## src/rtl/pipeline_fetch.sv

```systemverilog
// Instruction-fetch stage with IF/ID register, one-entry skid buffer and redirect kill logic.
// Optional FETCH_PERF_EN adds fetch_cnt/flush_cnt performance counters.
module pipeline_fetch #(
    parameter logic [31:0] RESET_PC = 32'h0000_0000
) (
    input  logic        clk,
    input  logic        reset_n,
    input  logic        stalld,
    input  logic [1:0]  pcsrcd,
    input  logic [31:0] pcbranchd,
    output logic        imem_req,
    output logic [31:0] imem_addr,
    input  logic        imem_ready,
    input  logic [31:0] imem_rdata,
    output logic [31:0] instrd,
    output logic [31:0] pcplus4d,
    output logic        validd
`ifdef FETCH_PERF_EN
    ,
    output logic [31:0] fetch_cnt,
    output logic [31:0] flush_cnt
`endif
);

    typedef enum logic [1:0] {
        FETCH = 2'd0,
        HOLD  = 2'd1,
        KILL  = 2'd2
    } state_t;

    state_t      state_r;
    state_t      state_nxt_s;
    logic        req_r;
    logic [31:0] pc_r;
    logic [31:0] skid_r;
    logic [31:0] skid_pc4_r;
    logic [31:0] tgt_r;

    logic [31:0] pc_nxt_s;
    logic [31:0] instrd_nxt_s;
    logic [31:0] pcplus4d_nxt_s;
    logic        validd_nxt_s;
    logic [31:0] skid_nxt_s;
    logic [31:0] skid_pc4_nxt_s;
    logic [31:0] tgt_nxt_s;

    logic        ready_s;
    logic        redir_s;
    logic [31:0] target_s;
    logic [31:0] pc4_s;

    // The address is always the PC register: KILL keeps the old PC until the killed response lands.
    assign imem_req  = req_r;
    assign imem_addr = pc_r;

    assign ready_s  = req_r & imem_ready;
    assign redir_s  = validd & ~stalld & (pcsrcd != 2'b00);
    assign target_s = pcsrcd[1] ? {pcplus4d[31:28], instrd[25:0], 2'b00} : pcbranchd;
    assign pc4_s    = pc_r + 32'd4;

    // State register; the request is registered from the next state so it stays low during reset.
    always_ff @(posedge clk or negedge reset_n) begin
        if (!reset_n) begin
            state_r <= FETCH;
            req_r   <= 1'b0;
        end else begin
            state_r <= state_nxt_s;
            req_r   <= (state_nxt_s != HOLD);
        end
    end

    // Next-state logic.
    always_comb begin
        state_nxt_s = state_r;
        case (state_r)
            FETCH: begin
                if (ready_s) begin
                    if (!redir_s && stalld) state_nxt_s = HOLD;
                    else                    state_nxt_s = FETCH;
                end else if (redir_s) begin
                    state_nxt_s = KILL;
                end else begin
                    state_nxt_s = FETCH;
                end
            end
            HOLD: begin
                if (redir_s || !stalld) state_nxt_s = FETCH;
                else                    state_nxt_s = HOLD;
            end
            KILL: begin
                if (ready_s) state_nxt_s = FETCH;
                else         state_nxt_s = KILL;
            end
            default: state_nxt_s = FETCH;
        endcase
    end

    // Datapath next values: PC, IF/ID register, skid buffer and pending redirect target.
    always_comb begin
        pc_nxt_s       = pc_r;
        instrd_nxt_s   = instrd;
        pcplus4d_nxt_s = pcplus4d;
        validd_nxt_s   = stalld ? validd : 1'b0;
        skid_nxt_s     = skid_r;
        skid_pc4_nxt_s = skid_pc4_r;
        tgt_nxt_s      = tgt_r;
        case (state_r)
            FETCH: begin
                if (ready_s) begin
                    if (redir_s) begin
                        pc_nxt_s     = target_s;
                        validd_nxt_s = 1'b0;
                    end else if (!stalld) begin
                        instrd_nxt_s   = imem_rdata;
                        pcplus4d_nxt_s = pc4_s;
                        validd_nxt_s   = 1'b1;
                        pc_nxt_s       = pc4_s;
                    end else begin
                        skid_nxt_s     = imem_rdata;
                        skid_pc4_nxt_s = pc4_s;
                        pc_nxt_s       = pc4_s;
                    end
                end else if (redir_s) begin
                    tgt_nxt_s    = target_s;
                    validd_nxt_s = 1'b0;
                end else begin
                    pc_nxt_s = pc_r;
                end
            end
            HOLD: begin
                if (redir_s) begin
                    pc_nxt_s     = target_s;
                    validd_nxt_s = 1'b0;
                end else if (!stalld) begin
                    instrd_nxt_s   = skid_r;
                    pcplus4d_nxt_s = skid_pc4_r;
                    validd_nxt_s   = 1'b1;
                end else begin
                    validd_nxt_s = validd;
                end
            end
            KILL: begin
                if (ready_s) pc_nxt_s = tgt_r;
                else         pc_nxt_s = pc_r;
            end
            default: pc_nxt_s = pc_r;
        endcase
    end

    // Datapath registers.
    always_ff @(posedge clk or negedge reset_n) begin
        if (!reset_n) begin
            pc_r       <= RESET_PC;
            instrd     <= 32'h0000_0000;
            pcplus4d   <= 32'h0000_0000;
            validd     <= 1'b0;
            skid_r     <= 32'h0000_0000;
            skid_pc4_r <= 32'h0000_0000;
            tgt_r      <= 32'h0000_0000;
        end else begin
            pc_r       <= pc_nxt_s;
            instrd     <= instrd_nxt_s;
            pcplus4d   <= pcplus4d_nxt_s;
            validd     <= validd_nxt_s;
            skid_r     <= skid_nxt_s;
            skid_pc4_r <= skid_pc4_nxt_s;
            tgt_r      <= tgt_nxt_s;
        end
    end

`ifdef FETCH_PERF_EN
    logic fetch_inc_s;

    // Only words that land in instrd or the skid buffer count as fetched.
    assign fetch_inc_s = (state_r == FETCH) & ready_s & ~redir_s;

    // Performance counters, wrapping modulo 2^32.
    always_ff @(posedge clk or negedge reset_n) begin
        if (!reset_n) begin
            fetch_cnt <= 32'd0;
            flush_cnt <= 32'd0;
        end else begin
            fetch_cnt <= fetch_cnt + {31'd0, fetch_inc_s};
            flush_cnt <= flush_cnt + {31'd0, redir_s};
        end
    end
`endif

endmodule
```

## config.mk

```make
export PLATFORM = sky130hd
export DESIGN_NAME = pipeline_fetch
export DESIGN_NICKNAME = d
export VERILOG_FILES = /design/src/rtl/pipeline_fetch.sv
export SDC_FILE = /design/constraint.sdc
export NUM_CORES = 1
export LEC_CHECK = 0
export ABC_AREA = 1
export CAP_MARGIN = 25
export CORE_MARGIN = 2
export CORE_UTILIZATION = 56
export CTS_BUF_LIST = sky130_fd_sc_hd__clkbuf_4 sky130_fd_sc_hd__clkbuf_8
export DETAILED_ROUTE_END_ITERATION = 8
export HOLD_SLACK_MARGIN = 0.03
export PLACE_DENSITY = 0.87
export SYNTH_ARGS = -nofsm -noshare
export SYNTH_HDL_FRONTEND = slang
export SYNTH_SLANG_ARGS = --single-unit
```

## constraint.sdc

```tcl
create_clock -name clk -period 2.14 [get_ports clk]
set_input_delay 0.321 -clock clk [delete_from_list [all_inputs] [get_ports clk]]
set_output_delay 0.321 -clock clk [all_outputs]
set_load 0.01 [all_outputs]
```

==> results of run 1 <==
==> stage by stage <==
step	setup WS, ps	hold WS (ps)	total power, mW	cell area [um2]
3_5_place_dp	74.44	315.7	16.21	12240
6_report	139.3	359.1	18.99	12700
4_1_cts	87.18	360.3	18.88	12690
3_3_place_gp	122.0	310.9	15.86	12240
2_1_floorplan	355.5	25.41	12.10	10200
5_1_grt	13.34	399.4	20.44	12700
==> flip-flops by register name, indices dropped and copies added, names as in the netlist <==
signal      cells
pcplus4d       32
tgt_r          32
state_r         2
imem_req        1
instrd         32
skid_r         32
validd          1
skid_pc4_r     32
imem_addr      32
==> worst max-delay path by stage <==
| stage | startpoint | slack, ps | depth (start not counted) | end |
|---|---|---|---|---|
| floorplan | state_r[0] | 360 | 10 | imem_addr[6] |
| global placement | pcsrcd[1] | 120 | 7 | imem_addr[6] |
| detailed placement | pcsrcd[1] | 70 | 7 | imem_addr[6] |
| CTS | state_r[0] | 90 | 8 | imem_addr[26] |
| global route | state_r[0] | 10 | 10 | imem_addr[9] |
| finish | state_r[0] | 140 | 8 | imem_addr[12] |
==> repair_timing <==
item	4_1_cts	5_1_grt
endpoints found under the setup margin	0	5
hold buffers	1	0
hold endpoints to repair	47	0
gates resized for setup	0	4
==> kinds of logic after synthesis <==
family	count (synthesis)	synth area share (%)
AO/OA/AOI/OAI	303	16.61
adder cells (fa/ha/maj)	5	0.6133
XOR/XNOR	10	1.079
flip-flops	196	48.08
buffers and inverters	210	8.414
AND/OR/NAND/NOR	625	25.21
==> power by group <==
| part | internal [mW] | switching, mW |
|---|---|---|
| logic | 3.99 | 5.58 |
| registers | 5.47 | 1.29 |
| clock network | 1.29 | 1.37 |
==> synth_stat cells <==
cell	number
a21boi_1	17
o31ai_1	1
clkinv_1	2
o211ai_1	29
nor2_8	2
nor2_4	8
nor2_2	2
inv_2	6
o21ai_0	180
nand3b_2	1
buf_6	2
xnor2_1	1
nor2_1	78
nand2_4	2
buf_1	5
and2_1	4
a31oi_1	3
a22oi_1	19
xor2_1	6
clkbuf_1	25
a21oi_1	32
ha_1	5
inv_1	132
buf_2	35
nand2_2	8
o21ai_1	19
o21ai_2	1
and2_4	1
nand2_1	463
xor2_2	3
o21bai_1	2
buf_4	3
nand3_1	56
dfrtp_1	196
==> final cells by class <==
cell class / instances / area [um2]
clock inverter: 10 / 143.9
timing repair buffer: 204 / 2093
clock buffer: 22 / 290.3
sequential: 196 / 4905
tap: 229 / 286.5
fill: 1409 / 5202
multi-input combinational: 943 / 4456
inverter: 140 / 525.5
==> worst max-delay path, stage by stage, from the launching register on <==
cell and delay (ps):
dfrtp_1 390, inv_1 100, ha_2 420, nand2_1 90
inv_2 400, a22oi_1 180, o21ai_0 120, nor2_1 90
a21boi_1 150
==> per-layer routing <==
layer	GRT usage (%)	routed length (um)	vias up
li1	-	-	4620
met1	43.30	12240	4541
met2	46.72	13300	447
met3	5.387	2406	48
met4	8.453	564	0
met5	0	0	-
==> layout by cell type (no fill, tap or decap), drive strengths merged <==
cell type        n
a21boi          17
a21oi           32
a22oi           19
a31oi            3
and2             5
buf             36
bufinv           3
clkbuf          23
clkdlybuf4s50  166
clkinv           6
dfrtp          196
dlygate4sd3      1
ha               5
inv            141
nand2          473
nand3           56
nand3b           1
nor2            90
o211ai          29
o21ai          200
o21bai           2
o31ai            1
xnor2            1
xor2             9
==> impl_metrics.csv, run 1 <==
group,metric,value,unit
run_status,status,"completed",
final_layout,diodes,0,
timing,max_freq,0.4998,GHz
power,ir_drop,0.0007704,V
detailed_routing,wire_per_inst,16.35,um
setup_path,r2r-start,"state_r[0]",
synthesis,synthesis.area,10200,um2
setup_path,cp.arrival,2420,ps
worst_hold_path,worstHoldPathType,"input port to async pin",
final_layout,final_cells,1744,
setup_path,timing.critical_path.to_type,"register",
timing,setup_viol,0,
global_routing,grt_pass1_vias,9092,
clocking,cts_tree,"built",
placed_design,dp_hpwl,20480,um
synthesis,yosysSeqAreaShare,48.08,%
synthesis,synth_cells,1349,
synthesis,synth_cell_types,34,
global_routing,grt_max_degree,65,
timing,tightest_slew,521.3,ps
timing,relSlewSlack,65.19,%
synthesis,avgSynthCellArea,7.562,um2
placed_design,numPortBuffers,167,
synthesis,synth_top_area_share,48.08,%
timing,min_period,2001,ps
setup_path,cp.required,2560,ps
setup_path,worstReg2RegEnd,"imem_addr[12]",
global_routing,antenna_found_initial,0,
timing,tns,0,ps
die,initial_utilization,56.98,%
detailed_routing,drt_pass1_iterations,6,
synthesis,yosysTopAreaCell,"dfrtp_1",
timing,rsz0062_at_grt,"false",
global_routing,globalRouteTotalUtil,29.90,%
detailed_routing,vias,9656,
placed_design,gp_congestion,0.9453,
setup_path,r2r_cells,8,
global_routing,grt_pass1_wl,46710,um
synthesis,synth_top_cells_by_area,"dfrtp_1 48%, nand2_1 17%, o21ai_0 8.8%",
setup_path,cp_max_fo,28,
clocking,clkTransAtPathRegs,100,ps
power,powerDensity,1495,nW/um2
final_layout,syn2layout_area_growth,24.49,%
global_routing,gr-total-overflow,0,
power,p_leak,6.284,nW
die,io_pins,168,
placed_design,dp.cells,1711,
timing,finalMaxSlewViolations,0,
detailed_routing,drtIter0Drc,1122,
setup_path,r2r_slack,140,ps
clocking,cts_setup_buffers,0,
flow_run,drv_cap,0,
detailed_routing,viasPerCell,5.537,
die,placementRows,49,
timing,post-route-period-util,93.49,%
clocking,cts_buffer_depth,2,
clocking,cts_buffers,17,
detailed_routing,detail-route-antenna-nets,0,
clocking,htreeDepth,4,
timing,finalClockSkew,13.44,ps
clocking,cts_root_buffer,"clkbuf_8",
synthesis,synth_seq_cells,196,
detailed_routing,drc,0,
setup_path,startpoint_type,"register",
die,design.core.area,17900,um2
final_layout,final_core_util,70.94,%
final_layout,layout-drive-gt1-share,7.129,%
clocking,clk_latency,490,ps
die,die_area,19310,um2
synthesis,ys_warn_count,0,
die,die_w,139.0,um
timing,finalHoldViolCount,0,
final_layout,finish.net_count,1577,
die,die_y,139.0,um
detailed_routing,wl,28510,um
setup_path,critical_path_class,"register to register",
synthesis,synth_fp_nets,1424,
clocking,clock_sinks,196,
Power figures use the tool's default switching activity.
==> run 2: changes to the inputs <==
--- a/config.mk
+++ b/config.mk
@@ -5,10 +5,10 @@
 export SDC_FILE = /design/constraint.sdc
 export NUM_CORES = 1
 export LEC_CHECK = 0
-export ABC_AREA = 1
+export ABC_AREA = 0
 export CAP_MARGIN = 25
 export CORE_MARGIN = 2
-export CORE_UTILIZATION = 56
+export CORE_UTILIZATION = 55
 export CTS_BUF_LIST = sky130_fd_sc_hd__clkbuf_4 sky130_fd_sc_hd__clkbuf_8
 export DETAILED_ROUTE_END_ITERATION = 8
 export HOLD_SLACK_MARGIN = 0.03
==> run 2 against run 1 <==
Effect of this change:
- power decreased by 13%
- global-route usage is 0.58 points lower
- cell count shrank 19%
- critical path depth decreased by 1
- critical path type unchanged
- register-to-register slack got worse by 30 ps
- routed wire length is 7.7% lower
- synthesized area decreased by 5.1%
- fmax down 1.3%
==> impl_metrics.csv, run 2 <==
group,metric,value,unit
run_status,status,"completed",
placed_design,dp_hpwl,19360,um
power,p_leak,5.364,nW
detailed_routing,vias,8420,
global_routing,gr-total-overflow,0,
synthesis,synth_top_area_share,50.68,%
setup_path,cp_max_fo,9,
setup_path,timing.critical_path.to_type,"register",
timing,worst_slack,112.0,ps
die,die_y,136.7,um
global_routing,grt_max_degree,74,
global_routing,globalRouteTotalUtil,29.33,%
timing,max_freq,0.4931,GHz
synthesis,yosys-top-cells-count,"196 x dfrtp_1, 169 x nand2_1, 122 x o21ai_0",
clocking,clock_sinks,196,
synthesis,yosysTopAreaCell,"dfrtp_1",
synthesis,synth_edf_count,0,
setup_path,cp.required,2530,ps
global_routing,grt_pass1_vias,8060,
synthesis,synth_fp_nets,1053,
timing,hold_ws,279.9,ps
final_layout,diodes,0,
detailed_routing,viasPerCell,5.959,
detailed_routing,drtIter0Drc,900,
final_layout,finish.net_count,1250,
timing,relSlewSlack,57.13,%
final_layout,layout_common_cells,"194 x dfrtp_1, 169 x nand2_1, 165 x clkdlybuf4s50_1, 121 x o21ai_0, 63 x buf_4",
timing,finalHoldViolCount,0,
placed_design,dp.cells,1379,
final_layout,n_fill_cell,1200,
setup_path,r2r_cells,7,
synthesis,synth_top_cells_by_area,"dfrtp_1 51%, nand2_1 6.6%, mux2_2 6.4%",
die,io_pins,168,
synthesis,yosysSeqAreaShare,50.68,%
synthesis,synthesis.area,9678,um2
detailed_routing,wl,26310,um
detailed_routing,drc,0,
flow_run,drv_cap,0,
die,die_w,136.7,um
clocking,cts_buffers,17,
power,powerDensity,1319,nW/um2
die,design.core.area,17240,um2
synthesis,ys_warn_count,0,
detailed_routing,wire_per_inst,18.62,um
clocking,htreeDepth,4,
final_layout,layout-drive-gt1-share,15.82,%
clocking,clk_latency,470,ps
timing,setup_viol,0,
die,placementRows,48,
placed_design,dp_slack,-95.69,ps
timing,rsz0062_at_grt,"false",
placed_design,gp_congestion,0.9917,
setup_path,critical_path_class,"register to register",
clocking,cts_root_buffer,"clkbuf_8",
worst_hold_path,worstHoldPathType,"input port to register",
die,die_area,18670,um2
setup_path,cp.arrival,2420,ps
setup_path,startpoint_type,"register",
synthesis,dominantRegCellSynth,"dfrtp_1",
synthesis,avgSynthCellArea,9.896,um2
clocking,clkTransAtPathRegs,100,ps
timing,finalMaxSlewViolations,0,
timing,finalClockSkew,10.19,ps
synthesis,synth_cells,978,
final_layout,final_cells,1413,
clocking,cts_buffer_depth,2,
timing,min_period,2028,ps
synthesis,yosys.cell_count.top_type,"dfrtp_1",
worst_hold_path,hold_depth,3,
synthesis,synth_seq_cells,196,
power,ir_drop,0.0006289,V
detailed_routing,detail-route-antenna-nets,0,
synthesis,synth_cell_types,62,
die,initial_utilization,56.15,%
timing,tightest_slew,643.1,ps
global_routing,grt_pass1_wl,42380,um
final_layout,final_common_cell,"dfrtp_1",
final_layout,final_core_util,72.87,%
detailed_routing,drt_pass1_iterations,6,
clocking,cts_tree,"built",
power,total_power,16.57,mW
final_layout,syn2layout_area_growth,29.79,%
global_routing,antenna_found_initial,0,
synthesis,async_flop_share,100.0,%
timing,post-route-period-util,94.77,%
placed_design,numPortBuffers,167,
## run 2: cell types whose count changed in the layout (fill, tap and decap cells not counted), moves of 18 or more
cell,previous run,this run
nand3_1,56,26
buf_4,25,63
nor2_1,77,41
mux2i_1,0,53
o21ai_1,19,1
o211ai_1,29,11
nand2_1,460,169
mux2_2,0,55
inv_1,132,18
o21ai_0,180,121
## run 2: layout make-up
class	instances	area, um2	share of cell area, %
clock buffers	17	234.0	1.863
clock inverters	15	146.4	1.165
inverters	20	75.07	0.5977
multi-input cells	692	4423	35.21
flip-flops and latches	196	4907	39.07
well taps	225	281.5	2.241
repair buffers	248	2494	19.85
## run 2: what timing repair did
item / in CTS / in global routing
endpoints found under the hold margin: 63 / 0
hold buffers: 1 / 0
resized for setup: 0 / 7
setup endpoints to repair: 0 / 20
setup buffers: 0 / 1
## run 2: worst max-delay path, stage by stage, from the launching register on
cell and delay, ps:
dfrtp_1 420, inv_2 90, ha_2 310, o21bai_2 220
buf_12 160, nor4_1 410, a221oi_1 130, o21ai_0 200
## run 2: final timing paths
check | from | endpoint | slack [ps]
worst min-delay path | pcsrcd[1] | validd | 280
worst max-delay path | state_r[1] | imem_addr[10] | 110
min in group asynchronous | reset_n | skid_r[31] | 390
worst max register to register | state_r[1] | imem_addr[10] | 110
worst min register to register | pcplus4d[8] | pcplus4d[8] | 480
max in group asynchronous | reset_n | skid_pc4_r[31] | 1060
## run 2: cell families after synthesis
family | synth area share [%]
buffers and inverters | 4.021
DFF | 50.68
and+or+nand+nor | 14.83
muxes | 11.88
AOI/OAI and AO/OA | 16.04
adders and majority gates | 0.6464
xor gates and xnor gates | 1.900
## run 2: report_power, final
group	internal, mW	leakage [nW]	total [mW]	switching, mW
registers	5.39	2.49	6.56	1.17
logic	3.84	2.68	7.67	3.83
clock network	0.953	0.192	2.34	1.39
## run 2: layer usage
metal,global-route usage (%),wire length (um),share of wire [%]
met2,45.06,12260,47
met4,11.05,800,3.0
met3,4.667,1965,7.5
met1,42.16,11280,43
met5,0,0,0
## run 2: per-stage QoR
stage                     area (um2)  setup TNS [ps]
final                          12560               0
after detailed placement       12150           -1097
after CTS                      12540               0
after global routing           12560               0
after global placement         12150          -56.33
after floorplan                 9678               0
